`src/rtl/goal_score_keeper.sv`:
```
// goal_score_keeper
//
// Purpose:
//   Frame-based goal detector and score counter for the foosball game.
//
//   While a frame is being drawn, the block records whether the ball pixel
//   ever coincided with either goal's back line. At the start of the next
//   frame it turns those records into a goal for one side and updates the
//   scores.
//
//   After a goal the game freezes for FREEZE_FRAMES frames so that the ball
//   can be re-spawned. When either side reaches WIN_SCORE the block stops
//   in GAME_OVER until newGame is requested.
//
// Parameters:
//   WIN_SCORE      score that ends the game (1..15)
//   FREEZE_FRAMES  frames frozen after a goal (1..255)
//
// Ports:
//   clk             pixel clock shared with the drawers
//   resetN          asynchronous reset, active-high despite the name
//   startOfFrame    one-cycle pulse at the start of each frame
//   ballDrawReq     ball is painted on the current pixel
//   teamGoalDrawReq pixel on the team goal back line (opponent scores)
//   oppGoalDrawReq  pixel on the opponent goal back line (team scores)
//   newGame         synchronous restart request
//   teamScore       team score, 0..WIN_SCORE
//   oppScore        opponent score, 0..WIN_SCORE
//   goalPulse       one-cycle pulse when a goal is registered
//   goalByTeam      scorer of the last goal (1 = team)
//   freeze          high in FREEZE or GAME_OVER; the ball is held meanwhile
//   gameOver        high in GAME_OVER
//   teamWins        winner while gameOver is high (1 = team)

module goal_score_keeper #(
    parameter int WIN_SCORE     = 5,
    parameter int FREEZE_FRAMES = 60
) (
    input  logic       clk,
    input  logic       resetN,
    input  logic       startOfFrame,
    input  logic       ballDrawReq,
    input  logic       teamGoalDrawReq,
    input  logic       oppGoalDrawReq,
    input  logic       newGame,
    output logic [3:0] teamScore,
    output logic [3:0] oppScore,
    output logic       goalPulse,
    output logic       goalByTeam,
    output logic       freeze,
    output logic       gameOver,
    output logic       teamWins
);

    localparam logic [3:0] WIN = 4'(WIN_SCORE);
    localparam logic [7:0] FRZ = 8'(FREEZE_FRAMES);

    typedef enum logic [1:0] {
        PLAY      = 2'd0,
        FREEZE    = 2'd1,
        GAME_OVER = 2'd2
    } state_t;

    state_t     state_q,      state_d;
    logic [7:0] frameCnt_q,   frameCnt_d;
    logic       hitTeam_q,    hitTeam_d;
    logic       hitOpp_q,     hitOpp_d;
    logic [3:0] teamScore_q,  teamScore_d;
    logic [3:0] oppScore_q,   oppScore_d;
    logic       goalPulse_q,  goalPulse_d;
    logic       goalByTeam_q, goalByTeam_d;
    logic       teamWins_q,   teamWins_d;
    logic       freeze_q;
    logic       gameOver_q;

    // Next-state logic.
    //
    // The hit flags are sticky within a frame. They are cleared by
    // startOfFrame, but a coincidence on that same cycle re-sets the flag,
    // because that pixel already belongs to the new frame.
    //
    // In PLAY, the flags evaluated on startOfFrame are the registered
    // values, i.e. the flags of the frame that has just finished.
    always_comb begin
        state_d      = state_q;
        frameCnt_d   = frameCnt_q;
        teamScore_d  = teamScore_q;
        oppScore_d   = oppScore_q;
        goalPulse_d  = 1'b0;
        goalByTeam_d = goalByTeam_q;
        teamWins_d   = teamWins_q;
        hitTeam_d    = (hitTeam_q & ~startOfFrame) | (ballDrawReq & teamGoalDrawReq);
        hitOpp_d     = (hitOpp_q  & ~startOfFrame) | (ballDrawReq & oppGoalDrawReq);

        if (newGame) begin
            state_d      = PLAY;
            frameCnt_d   = 8'd0;
            teamScore_d  = 4'd0;
            oppScore_d   = 4'd0;
            goalByTeam_d = 1'b0;
            teamWins_d   = 1'b0;
            hitTeam_d    = 1'b0;
            hitOpp_d     = 1'b0;
        end else if (startOfFrame) begin
            case (state_q)
                PLAY: begin
                    // A frame with hits on both goals is treated as a glitch
                    // and ignored.
                    if (hitOpp_q && !hitTeam_q) begin
                        teamScore_d  = teamScore_q + 4'd1;
                        goalPulse_d  = 1'b1;
                        goalByTeam_d = 1'b1;
                        if (teamScore_q + 4'd1 == WIN) begin
                            state_d    = GAME_OVER;
                            teamWins_d = 1'b1;
                        end else begin
                            state_d    = FREEZE;
                            frameCnt_d = FRZ;
                        end
                    end else if (hitTeam_q && !hitOpp_q) begin
                        oppScore_d   = oppScore_q + 4'd1;
                        goalPulse_d  = 1'b1;
                        goalByTeam_d = 1'b0;
                        if (oppScore_q + 4'd1 == WIN) begin
                            state_d    = GAME_OVER;
                            teamWins_d = 1'b0;
                        end else begin
                            state_d    = FREEZE;
                            frameCnt_d = FRZ;
                        end
                    end
                end
                FREEZE: begin
                    // The frame that ends on the releasing startOfFrame is
                    // still frozen. Its flags are dropped by the normal
                    // startOfFrame clear.
                    if (frameCnt_q == 8'd1) begin
                        state_d    = PLAY;
                        frameCnt_d = 8'd0;
                    end else begin
                        frameCnt_d = frameCnt_q - 8'd1;
                    end
                end
                GAME_OVER: begin
                    state_d = GAME_OVER;
                end
                default: begin
                    state_d = PLAY;
                end
            endcase
        end
    end

    // State and output registers.
    //
    // freeze and gameOver are decoded from the next state so that they
    // change on the same edge as the state itself, without going through
    // combinational decode at the outputs.
    always_ff @(posedge clk or posedge resetN) begin
        if (resetN) begin
            state_q      <= PLAY;
            frameCnt_q   <= 8'd0;
            hitTeam_q    <= 1'b0;
            hitOpp_q     <= 1'b0;
            teamScore_q  <= 4'd0;
            oppScore_q   <= 4'd0;
            goalPulse_q  <= 1'b0;
            goalByTeam_q <= 1'b0;
            teamWins_q   <= 1'b0;
            freeze_q     <= 1'b0;
            gameOver_q   <= 1'b0;
        end else begin
            state_q      <= state_d;
            frameCnt_q   <= frameCnt_d;
            hitTeam_q    <= hitTeam_d;
            hitOpp_q     <= hitOpp_d;
            teamScore_q  <= teamScore_d;
            oppScore_q   <= oppScore_d;
            goalPulse_q  <= goalPulse_d;
            goalByTeam_q <= goalByTeam_d;
            teamWins_q   <= teamWins_d;
            freeze_q     <= (state_d != PLAY);
            gameOver_q   <= (state_d == GAME_OVER);
        end
    end

    assign teamScore  = teamScore_q;
    assign oppScore   = oppScore_q;
    assign goalPulse  = goalPulse_q;
    assign goalByTeam = goalByTeam_q;
    assign freeze     = freeze_q;
    assign gameOver   = gameOver_q;
    assign teamWins   = teamWins_q;

endmodule

```
`config.mk`:
```
export PLATFORM = sky130hd
export DESIGN_NAME = goal_score_keeper
export DESIGN_NICKNAME = d
export VERILOG_FILES = /design/src/rtl/goal_score_keeper.sv
export SDC_FILE = /design/constraint.sdc
export NUM_CORES = 1
export LEC_CHECK = 0
export ABC_AREA = 1
export CELL_PAD_IN_SITES_DETAIL_PLACEMENT = 2
export CELL_PAD_IN_SITES_GLOBAL_PLACEMENT = 2
export CORE_AREA = 8 8 75 77
export DETAILED_ROUTE_END_ITERATION = 8
export DIE_AREA = 0 0 83 85
export DONT_BUFFER_PORTS = 1
export HOLD_SLACK_MARGIN = 0.02
export MAX_ROUTING_LAYER = met4
export PLACE_DENSITY_LB_ADDON = 0.12
export SYNTH_ARGS = -nofsm -noshare
export SYNTH_HDL_FRONTEND = slang
export SYNTH_SLANG_ARGS = --single-unit
```
`constraint.sdc`:
```
create_clock -name clk -period 2.13 [get_ports clk]
set_input_delay 0.213 -clock clk [delete_from_list [all_inputs] [get_ports clk]]
set_output_delay 0.213 -clock clk [all_outputs]
set_load 0.05 [all_outputs]
```
After elaboration in Yosys (flattened, before gate mapping)
Cells that the tools add are included.
- logic and storage cells: 94
- input bits: 7
- register bits after elaboration: 25
- bitwise logic cells: 7
- multiplexer cells: 44
- reductions and logical operators: 18
- equal/unequal tests: 11
- $add $sub $neg: 3
- operator list (cell ; number):
    8-bit two-way mux ; 7
    4-bit two-way mux ; 9
    1-bit two-way mux ; 19
    8-bit case mux with 2 select lines ; 1
    2-bit two-way mux ; 7
    4-bit inequality test (second input constant) ; 3
    5-bit AND reduction ; 2
    2-bit nonzero test ; 5
    3-bit nonzero test ; 3
    4-bit by 1-bit adder with 4-bit output (second input constant) ; 2
    4-bit by 3-bit == test with 1-bit output (second input constant) ; 2
    8-bit by 1-bit == test with 1-bit output (second input constant) ; 1
    8-bit by 1-bit subtractor with 8-bit output (second input constant) ; 1
    2-bit case mux with 3 select lines ; 1
    3-bit AND reduction ; 2
    1-bit bitwise AND ; 4
    2-bit == test (second input constant) ; 2
    4-bit AND reduction ; 1
    3-bit by 2-bit inequality test with 1-bit output (second input constant) ; 1
    2-bit by 1-bit == test with 1-bit output (second input constant) ; 1
    1-bit logical AND ; 2
    1-bit logical NOT ; 2
    2-bit logical NOT ; 1
    2-bit inequality test (second input constant) ; 1
    other kinds (2) ; 3

Longest topological paths before layout
- word-level depth: 9
- mapped depth: 14
- mapped depth without buffers: 13

Worst setup path after synthesis
Ideal clock, no wire load.
- kind: flip-flop to flip-flop
- start: register oppScore_q[0], in the netlist oppScore[0]
- end: register frameCnt_q[3]
- arrival: 1699 ps
- cell stages (with the launch flop): 14
- clock period less this slack: 1816 ps
- slack: 314 ps
- cells stage by stage: dfrtp_1 -> inv_1 -> ha_1 -> inv_1 -> nor2_4 -> nand2_1 -> nand2_1 -> nand2_1 -> nand2_1 -> nand2_2 -> nand2_4 -> buf_12 -> nand2_2 -> o21ai_2
- longest elaborated chain between the ends: 4
- ends and longest elaborated chain (what ; RTL line ; source):
    from (decl) ; 69 ; logic [3:0] oppScore_q, oppScore_d;
    from (signal assigned) ; 178 ; oppScore_q <= oppScore_d;
    4-bit by 1-bit adder with 4-bit output ; 124 ; if (oppScore_q + 4'd1 == WIN) begin
    4-bit by 3-bit == test with 1-bit output ; 124 ;
    4-bit inequality test (no source line) ; - ;
    5-bit AND reduction (no source line) ; - ;
    to (signal assigned) ; 174 ; frameCnt_q <= frameCnt_d;
    to (decl) ; 65 ; logic [7:0] frameCnt_q, frameCnt_d;
Every way passes these cells.
A chain may end at the register's enable or synchronous reset.

Final worst setup path
- start: register hitTeam_q
- end: register frameCnt_q[1]
- longest elaborated chain between the ends: 6
- elaborated cells on any way between the ends: 11
- those cells by class: 3 x eq/ne; 4 x mux; 4 x reduce/logical
- ends and longest elaborated chain (what ; RTL line ; source):
    from (decl) ; 66 ; logic hitTeam_q, hitTeam_d;
    from (signal assigned) ; 175 ; hitTeam_q <= hitTeam_d;
    1-bit logical NOT ; 109 ; if (hitOpp_q && !hitTeam_q) begin
    1-bit logical AND ; 109 ;
    8-bit two-way mux ; 109 ;
    8-bit case mux with 2 select lines ; 105 ; case (state_q)
    8-bit two-way mux ; 104 ; end else if (startOfFrame) begin
    8-bit two-way mux ; 95 ; if (newGame) begin
Parallel ways exist; a longest one is shown, timed or not. The select of a mux whose other input is x is not followed.

==> results.yml <==
outcome:
  outcome: "finished clean"
sta:
  setup_ws_ns: 0.455
  hold_viol_final: 0
  min_period_ns: 1.68
  finalCritPeriodShare_pct: 78.6
  finalSetupViolations: 0
  fin_tns_setup_ns: 0
  finClkSkew_ns: 0.00338
  slew_violations: 0
  fmax_ghz: 0.597
  tightest_slew_ns: 0.498
  max_slew_margin_pct: 66.8
  rsz0062_at_grt: "no"
critical_path:
  cp.arrival_ns: 1.87
  start_kind: "flip-flop"
  r2r_slack_ns: 0.45
  critical-path-max-stage-delay_ns: 0.39
  endpoint_kind: "flip-flop"
  critPathKind: "reg2reg"
  cp_top_family: "simple AND/OR/NAND/NOR gates"
  worstSetupPathDepth: 10
  path_buf_inv: 2
  reg2reg_from: "hitTeam_q$_DFF_PP0_"
  required_ns: 2.33
  r2r_end: "frameCnt_q[1]$_DFFE_PP0P_"
  crit_chain: "inv_1, ha_1, inv_1, nor2_2, nand3_2, nand2_1, nand2_2, nand2_4, nand2_1, o21ai_2"
  cp_max_fo: 16
  rr_worst_depth: 10
  crit_slowest_cell: "dfrtp_1"
final_layout:
  design_area_um2: 1780
  finish.utilization_pct: 39.1
  drive_gt1_share_pct: 19.2
  layout_commonest_cell: "nand2_1"
  n_antenna_cell: 0
  syn_to_final_growth_pct: 11.0
  mostFrequentLayoutCells: "53 x nand2_1, 26 x inv_1, 25 x dfrtp_1, 18 x nand3_1, 9 x buf_4"
  fillers: 542
  final_nets: 230
die:
  die_h_um: 85
  dieArea_um2: 7060
  initial_core_util_pct: 35.3
  ios: 20
  core_area_um2: 4540
  rows: 25
  chipWidth_um: 83
clocking:
  numClockSinks: 25
  cts.reportedPaths.clkPinSlew_ns: 0.09
  root_buffer: "clkbuf_8"
  worstSkewPairLatency_ns: 0.26
  cts_buffers: 3
  cts_tree: "done"
  clockBufferDepth: 2
  h-tree-depth: 1
drt:
  drtIter0Drc: 25
  viasPerCell: 5.24
  routed_wl_mm: 4.23
  wire_per_inst_um: 15.8
  via_count: 1405
  dr.pass1.iters: 4
  drc: 0
  ant_nets: 0
power_and_ir_drop:
  p_int_w: 0.000775
  comb_power_share_pct: 30.1
  p_per_area_nw_per_um2: 705
  irDropWorstVdd_mv: 0.246
  seq_power_share_pct: 47.3
  leakage_nw: 0.880
  p_sw_w: 0.000478
  clkPwrFrac_pct: 22.6
  p_sw_share_pct: 38.1
job:
  maxCapViolCount: 0
logic_synthesis:
  synthesis.area_um2: 1600
  synth_ff_type: "dfrtp_1"
  synth_cell_types: 33
  async_reset_ff_share_pct: 100
  ys_warn_count: 0
  yosysSeqAreaShare_pct: 39.1
  synthesis.nets: 216
  syn_inst: 201
  synth_edf_count: 0
  yosys_register_bits: 25
  syn_area_per_cell_um2: 7.96
placement:
  place_hpwl_mm: 3.49
  routabilityCongestion: 0.815
  post_dp_cell_area_um2: 1710
  io_buffers: 0
  place_ws_ns: 0.456
grt:
  grt_pass1_wl_mm: 7.60
  grt_pass1_vias: 1568
  grt_usage_pct: 13.0
  grt_max_degree: 17
  antenna_found_initial: 0
  globalRoute.totalOverflow: 0
hold_path:
  holdPathStages: 2
  min_path_type: "in2reg"
  hold_end: "hitOpp_q$_DFF_PP0_"
  worst_hold_startpoint: "oppGoalDrawReq"
[metal layers]
metal,GRT usage (%),share of wire [%]
met1,13.4,39
met5,-,0
met2,24.8,57
met3,2.11,2.8
met4,3.67,1.6
[worst max-delay path by stage]
stage	from	end	slack, ns
6_report	hitTeam_q$_DFF_PP0_	frameCnt_q[1]$_DFFE_PP0P_	0.45
5_1_grt	hitTeam_q$_DFF_PP0_	frameCnt_q[5]$_DFFE_PP0P_	0.28
4_1_cts	hitTeam_q$_DFF_PP0_	frameCnt_q[1]$_DFFE_PP0P_	0.43
3_5_place_dp	hitTeam_q$_DFF_PP0_	frameCnt_q[1]$_DFFE_PP0P_	0.46
3_3_place_gp	oppScore[1]$_DFFE_PP0P_	frameCnt_q[5]$_DFFE_PP0P_	0.54
2_1_floorplan	oppScore[0]$_DFFE_PP0P_	frameCnt_q[3]$_DFFE_PP0P_	0.31
[kinds of logic after synthesis]
kind of cell,share of synthesized area [%]
AND/OR/NAND/NOR,34.0
adder cells (fa/ha/maj),6.26
AO/OA/AOI/OAI,10.8
buffers and inverters,8.76
flip-flops,39.1
XOR/XNOR,1.10
[repair_timing]
action,4_1_cts,5_1_grt
setup buffers,0,0
gates resized for setup,0,0
hold endpoints to repair,12,0
hold buffers,2,0
[cells in the mapped netlist, types with 2 or more instances]
cell type,count,area share [%]
nand2_1,53,12
inv_1,26,6.1
dfrtp_1,25,39
nand3_1,18,5.6
ha_1,8,6.3
o21ai_0,8,2.5
o21ai_2,7,3.8
nand2_2,6,2.3
nor2_1,6,1.4
inv_2,4,0.94
nand4_1,4,1.6
nor2_2,4,1.6
o22ai_1,4,1.6
a21oi_1,3,0.94
o21ai_1,3,0.94
nand2_4,2,1.4
nor2_4,2,1.4
or2_0,2,0.78
xor2_1,2,1.1
[cell type report]
class | instances | area, um2 | share of cell area (%)
clock buffer | 4 | 45.0 | 2.54
timing repair buffer | 11 | 87.6 | 4.93
sequential | 25 | 626 | 35.2
multi-input combinational | 143 | 833 | 46.9
inverter | 31 | 116 | 6.55
tap | 54 | 67.6 | 3.81
[power by group through the flow]
stage	sequential [W]	combinational [W]	clock [W]
floorplan	0.000634	0.000259	0
global placement	0.000602	0.000360	0
detailed placement	0.000604	0.000381	0
CTS	0.000595	0.000386	0.000303
global route	0.000602	0.000431	0.000321
finish	0.000592	0.000378	0.000283
[sequential cells by signal (all words and copies together) (netlist names)]
name        flops
frameCnt_q      8
freeze          1
gameOver        1
goalByTeam      1
goalPulse       1
hitOpp_q        1
hitTeam_q       1
oppScore        4
state_q         2
teamScore       4
teamWins        1
[stage by stage]
stage / total power [W] / hold slack (ns) / instances
finish: 0.00125 / 0.133 / 268
CTS: 0.00128 / 0.121 / 268
global placement: 0.000962 / 0.143 / 262
floorplan: 0.000894 / 0.240 / 201
global route: 0.00135 / 0.147 / 268
detailed placement: 0.000985 / 0.159 / 262
Note: power is estimated with default switching activity, not from simulation.
